File: config.mk
export PLATFORM = sky130hd
export DESIGN_NAME = ifetch
export DESIGN_NICKNAME = d
export VERILOG_FILES = /design/src/rtl/ifetch_pkg.sv /design/src/rtl/ifetch_fifo.sv /design/src/rtl/ifetch.sv
export SDC_FILE = /design/constraint.sdc
export NUM_CORES = 1
export LEC_CHECK = 0
export ABC_AREA = 0
export CAP_MARGIN = 20
export CORE_MARGIN = 10
export CORE_UTILIZATION = 44
export DETAILED_ROUTE_END_ITERATION = 8
export GPL_TIMING_DRIVEN = 0
export HOLD_SLACK_MARGIN = 0.08
export PLACE_DENSITY = 0.72
export SLEW_MARGIN = 20
export SYNTH_ARGS = -nofsm -noshare
export SYNTH_HDL_FRONTEND = slang
export SYNTH_SLANG_ARGS = --single-unit
File: constraint.sdc
create_clock -name clk -period 8.9 [get_ports clk]
set_input_delay 2.225 -clock clk [delete_from_list [all_inputs] [get_ports clk]]
set_output_delay 2.225 -clock clk [all_outputs]
set_load 0.01 [all_outputs]
File: src/rtl/ifetch_pkg.sv
// Shared constants and types for the instruction-fetch unit.
// A fetch-queue entry pairs an instruction with the address it was fetched from.
package ifetch_pkg;

    localparam logic [31:0] RESET_PC_DEFAULT = 32'h0000_0000;
    localparam int          INST_WIDTH       = 32;
    localparam int          FQ_ENTRY_W       = 2 * INST_WIDTH;
    localparam logic [31:0] PC_STEP          = 32'd4;

    typedef struct packed {
        logic [31:0] pc;
        logic [31:0] inst;
    } fq_entry_t;

    // Instruction addresses are word aligned; the low two bits are dropped.
    function automatic logic [31:0] align_pc(input logic [31:0] addr);
        return {addr[31:2], 2'b00};
    endfunction

endpackage

File: src/rtl/ifetch_fifo.sv
// Synchronous fetch queue with flush.
// Storage is registered, so the head never depends combinationally on the write data.
module ifetch_fifo
    import ifetch_pkg::*;
#(
    parameter int DEPTH = 2,
    parameter int AW    = 1
) (
    input  logic                  clk,
    input  logic                  rst,
    input  logic                  flush,
    input  logic                  push,
    input  logic [FQ_ENTRY_W-1:0] push_data,
    input  logic                  pop,
    output logic [FQ_ENTRY_W-1:0] head_data,
    output logic [AW:0]           count,
    output logic                  empty
);

    logic [FQ_ENTRY_W-1:0] mem_q [DEPTH];
    logic [FQ_ENTRY_W-1:0] mem_d [DEPTH];
    logic [AW-1:0]         wr_ptr_q, wr_ptr_d;
    logic [AW-1:0]         rd_ptr_q, rd_ptr_d;
    logic [AW:0]           count_q, count_d;

    always_comb begin
        mem_d    = mem_q;
        wr_ptr_d = wr_ptr_q;
        rd_ptr_d = rd_ptr_q;
        count_d  = count_q;
        // Flush only resets bookkeeping; stale data is unreachable once count is zero.
        if (flush) begin
            wr_ptr_d = '0;
            rd_ptr_d = '0;
            count_d  = '0;
        end else begin
            if (push) begin
                mem_d[wr_ptr_q] = push_data;
                wr_ptr_d        = wr_ptr_q + AW'(1);
            end
            if (pop) begin
                rd_ptr_d = rd_ptr_q + AW'(1);
            end
            count_d = count_q + (AW+1)'(push) - (AW+1)'(pop);
        end
    end

    always_ff @(posedge clk or posedge rst) begin
        if (rst) begin
            for (int i = 0; i < DEPTH; i++) begin
                mem_q[i] <= '0;
            end
            wr_ptr_q <= '0;
            rd_ptr_q <= '0;
            count_q  <= '0;
        end else begin
            mem_q    <= mem_d;
            wr_ptr_q <= wr_ptr_d;
            rd_ptr_q <= rd_ptr_d;
            count_q  <= count_d;
        end
    end

    assign head_data = mem_q[rd_ptr_q];
    assign count     = count_q;
    assign empty     = (count_q == '0);

endmodule

File: src/rtl/ifetch.sv
// Instruction-fetch initiator: PC register, fetch/redirect control and a small
// queue of {pc, instruction} pairs handed to decode over valid/ready.
module ifetch
    import ifetch_pkg::*;
#(
    parameter logic [31:0] RESET_PC = RESET_PC_DEFAULT,
    parameter int          FQ_DEPTH = 2,
    parameter int          FQ_AW    = 1
) (
    input  logic        clk,
    input  logic        rst,
    output logic [31:0] iaddr,
    input  logic [31:0] idata,
    input  logic        fetch_en,
    input  logic        redirect_valid,
    input  logic [31:0] redirect_pc,
    output logic        out_valid,
    input  logic        out_ready,
    output logic [31:0] out_inst,
    output logic [31:0] out_pc
);

    // Handshake: an entry transfers on any cycle where out_valid and out_ready
    // are both high; out_valid and the head stay put until that happens,
    // except that a redirect flushes the queue unconditionally.

    logic [31:0]           pc_q, pc_d;
    logic                  pop, push;
    logic                  fq_empty;
    logic [FQ_AW:0]        fq_count;
    logic [FQ_ENTRY_W-1:0] head_data;
    fq_entry_t             push_entry;
    fq_entry_t             head_entry;

    assign pop  = out_valid & out_ready;
    // A full queue still accepts a fetch when decode drains the head this cycle.
    assign push = fetch_en & ~redirect_valid &
                  ((fq_count < (FQ_AW+1)'(FQ_DEPTH)) | pop);

    always_comb begin
        pc_d = pc_q;
        if (redirect_valid) begin
            pc_d = align_pc(redirect_pc);
        end else if (push) begin
            pc_d = pc_q + PC_STEP;
        end
    end

    always_ff @(posedge clk or posedge rst) begin
        if (rst) begin
            pc_q <= RESET_PC;
        end else begin
            pc_q <= pc_d;
        end
    end

    assign push_entry = '{pc: pc_q, inst: idata};

    ifetch_fifo #(
        .DEPTH (FQ_DEPTH),
        .AW    (FQ_AW)
    ) u_fifo (
        .clk       (clk),
        .rst       (rst),
        .flush     (redirect_valid),
        .push      (push),
        .push_data (push_entry),
        .pop       (pop),
        .head_data (head_data),
        .count     (fq_count),
        .empty     (fq_empty)
    );

    assign head_entry = fq_entry_t'(head_data);
    assign iaddr      = pc_q;
    assign out_valid  = ~fq_empty;
    assign out_pc     = head_entry.pc;
    assign out_inst   = head_entry.inst;

endmodule

==> key figures <==
Timing
  • Worst setup margin: 3.98 ns
  • Setup TNS Final: 0 ns
  • Fin. max-slew vios: 0
  • FMAX: 0.203 GHz
  • RSZ-0062 raised after global routing: no
  • Max-slew headroom: 0.297
  • Final Hold Vio Count: 0
  • Min Tclk post-route: 4.92 ns
  • Final setup fails: 0
  • Final period utilization: 0.553
  • Slew @ Worst Pin: 1.05 ns
  • Clock Skew: 0.00745 ns

Global route
  • Global Route met3 Usage: 0.0609
  • GRT Resource Usage Total: 0.181
  • Largest net degree at the start of global routing: 105
  • Initial antenna violation count: 0
  • GRT overflow: 0
  • Vias in the first global route: 5982
  • Met2 global-route usage: 0.293
  • GR Util met1: 0.231
  • Grt peak-use layer: met2
  • First-pass GRT wire length: 32.7 mm

Floorplanning
  • Initial Utilization: 0.451
  • # IOs: 166
  • Die width: 151 um
  • Die area: 0.0227 mm^2
  • Core area: 0.0167 mm^2
  • Site row count: 47
  • Die height: 151 um

CTS
  • Number of H-tree levels: 4
  • # clock sinks: 158
  • Clock Path Buffers: 2
  • CTS tree: built
  • Reg clk slew, reported paths: 0.06 ns
  • Post-CTS Resized: 0
  • Clock Latency Late Sink: 0.42 ns
  • Inserted Clock Buffers: 17
  • Root Buffer: clkbuf_16
  • Hold-fix buffers at CTS: 0
  • Post-CTS Setup Bufs: 0

Placed design
  • Dpl ws: 4.16 ns
  • Gpl congestion: 0.881
  • Port bufs: 158
  • Detailed placement HPWL: 14.7 mm

Power
  • Pwr dens: 303 mW/mm^2
  • Sw Share: 0.295
  • Clock power frac: 0.229
  • Pleak: 4.00 nW
  • Sw power: 0.894 mW
  • P_int: 2.14 mW
  • Share of power burned in registers: 0.377
  • Max VDD drop: 0.177 mV
  • Comb power frac: 0.394

Yosys
  • Gate Count Post-Synth: 600
  • Register area share after synthesis: 0.525
  • Post-synth top area cell: dfrtp_1
  • Post-Syn Area: 0.00753 mm^2
  • Synth Area per Inst: 12.5 um^2
  • Synth unique cells: 42
  • Synth Warn #: 0
  • Synthesized flop and latch total: 158
  • Post-synth top area share: 0.525
  • Synth top area cells: dfrtp_1, mux2_2, o31ai_1

Critical path
  • Max FO, Critical Path: 10
  • Crit path DAT: 2.69 ns
  • Worst Setup End Kind: output pin
  • Startpoint Class: flop
  • CP required: 6.68 ns
  • Category of the most critical setup path: reg -> out

Drt
  • Starting DRT DRC Count: 365
  • ANT nets after route: 0
  • Via count: 5581
  • DR WL/cell: 20.2 um
  • DRC errors left: 0
  • Total wire length: 20.5 mm
  • Routed vias/inst: 5.51
  • DRT Pass-1 Iters: 8

Finish
  • Area delta synth->final: 32.9%
  • Ratio of cells with drive above 1 in the final layout: 0.305
  • # diodes: 0
  • # nets final: 853
  • Layout fillers: 1353
  • Most frequent cells in the layout: mux2_2, dfrtp_1, clkdlybuf4s50_1
  • Most common cell after layout, fill and taps aside: mux2_2
  • Core Util, Final: 0.599

Job
  • Max Cap Viol: 0

Status
  • Outcome: finished, final reports clean

Min path
  • Hold Crit Class: reg -> reg
## layer usage
metal,part of all wire,wire [um],up-vias
li1,-,-,2543
met5,0,0,-
met4,0.0031,63,0
met2,0.48,9860,187
met1,0.44,8970,2845
met3,0.077,1570,6
## power groups by stage
stage	Combinational (mW)	Clock, mW	Sequential [mW]
finish	1.19	0.695	1.14
global placement	1.18	0	1.13
floorplan	0.668	0	1.11
detailed placement	1.21	0	1.15
global route	1.28	0.743	1.18
CTS	1.22	0.708	1.14
## final cells by class
type	instances	area [um^2]	share of cell area
clock buffer	22	484	0.0484
timing repair buffer	159	1610	0.161
tap	220	275	0.0275
clock inverter	9	86.3	0.00863
multi-input combinational	390	3340	0.334
inverter	10	45.0	0.00450
buffer	45	210	0.0210
sequential	158	3950	0.395
## final timing paths
path | startpoint | slack [ns] | end | depth (start not counted)
min in group asynchronous | rst | 2.23 | u_fifo.mem_q[67]$_DFFE_PP0P_ | 2
worst min-delay path | u_fifo.mem_q[86]$_DFFE_PP0P_ | 0.49 | u_fifo.mem_q[86]$_DFFE_PP0P_ | 1
worst min register to register | u_fifo.mem_q[86]$_DFFE_PP0P_ | 0.49 | u_fifo.mem_q[86]$_DFFE_PP0P_ | 1
worst max register to register | u_fifo.count[1]$_DFF_PP0_ | 6.33 | u_fifo.mem_q[100]$_DFFE_PP0P_ | 7
worst max-delay path | u_fifo.rd_ptr_q$_DFFE_PP0P_ | 3.98 | out_pc[10] | 4
max in group asynchronous | rst | 5.84 | iaddr[14]$_DFFE_PP0P_ | 3
## sequential cells by signal, summed over array words and instances (netlist names)
signal	count
u_fifo.rd_ptr_q	1
u_fifo.mem_q	124
iaddr	30
u_fifo.count	2
u_fifo.wr_ptr_q	1
## metrics by stage
| stage | instance area (um^2) | hold slack [ns] | instances | power [mW] |
|---|---|---|---|---|
| finish | 10000 | 0.490 | 1013 | 3.03 |
| global route | 10000 | 0.513 | 1013 | 3.21 |
| CTS | 10000 | 0.492 | 1013 | 3.07 |
| detailed placement | 9430 | 0.471 | 982 | 2.36 |
| global placement | 9400 | 0.466 | 981 | 2.31 |
| floorplan | 7540 | 0.454 | 603 | 1.78 |
## cell usage after synthesis
cell type and count:
nor2b_1 9, a22oi_1 6, nand4_1 17, nand2_1 21, or4_1 10, xor2_1 3
nor3_2 1, xnor2_1 8, mux2_2 184, or2_2 3, and2_1 2, o21a_1 1
clkbuf_1 23, and3_1 3, o311ai_0 2, conb_1 1, nand3_1 18, dfrtp_1 158
or3_1 5, o21ai_0 11, nor3_1 7, mux2_1 2, nor2_1 20, nor4_1 7
inv_1 9, a31o_2 1, o31a_1 2, a31oi_1 12, clkinv_1 1, buf_6 1
ha_1 3, nand2b_1 2, buf_2 15, and4_1 3, nor3b_1 2, buf_1 2
nand4_2 1, o31ai_1 15, nor4b_1 2, a21oi_1 2, mux2i_1 1, buf_4 4
## critical path, stage by stage, from the launching register on
cell,delay (ns)
dfrtp_1,0.32
clkbuf_1,0.42
clkbuf_1,0.64
mux2_2,0.42
clkdlybuf4s50_1,0.49
## cells by family (layout without fill, tap and decap cells)
family          count (synthesis)  count (layout)  share of synthesized area
mux                           187             187                      0.280
flops                         158             158                      0.525
simple gates                  133             133                     0.0977
buf+inv                        55             245                     0.0329
compound gates                 52              52                     0.0464
xor+xnor                       11              11                     0.0128
fa+ha+maj                       3               3                    0.00499
other cells                     1               4                   0.000498
(Power assumes the default switching activity.)
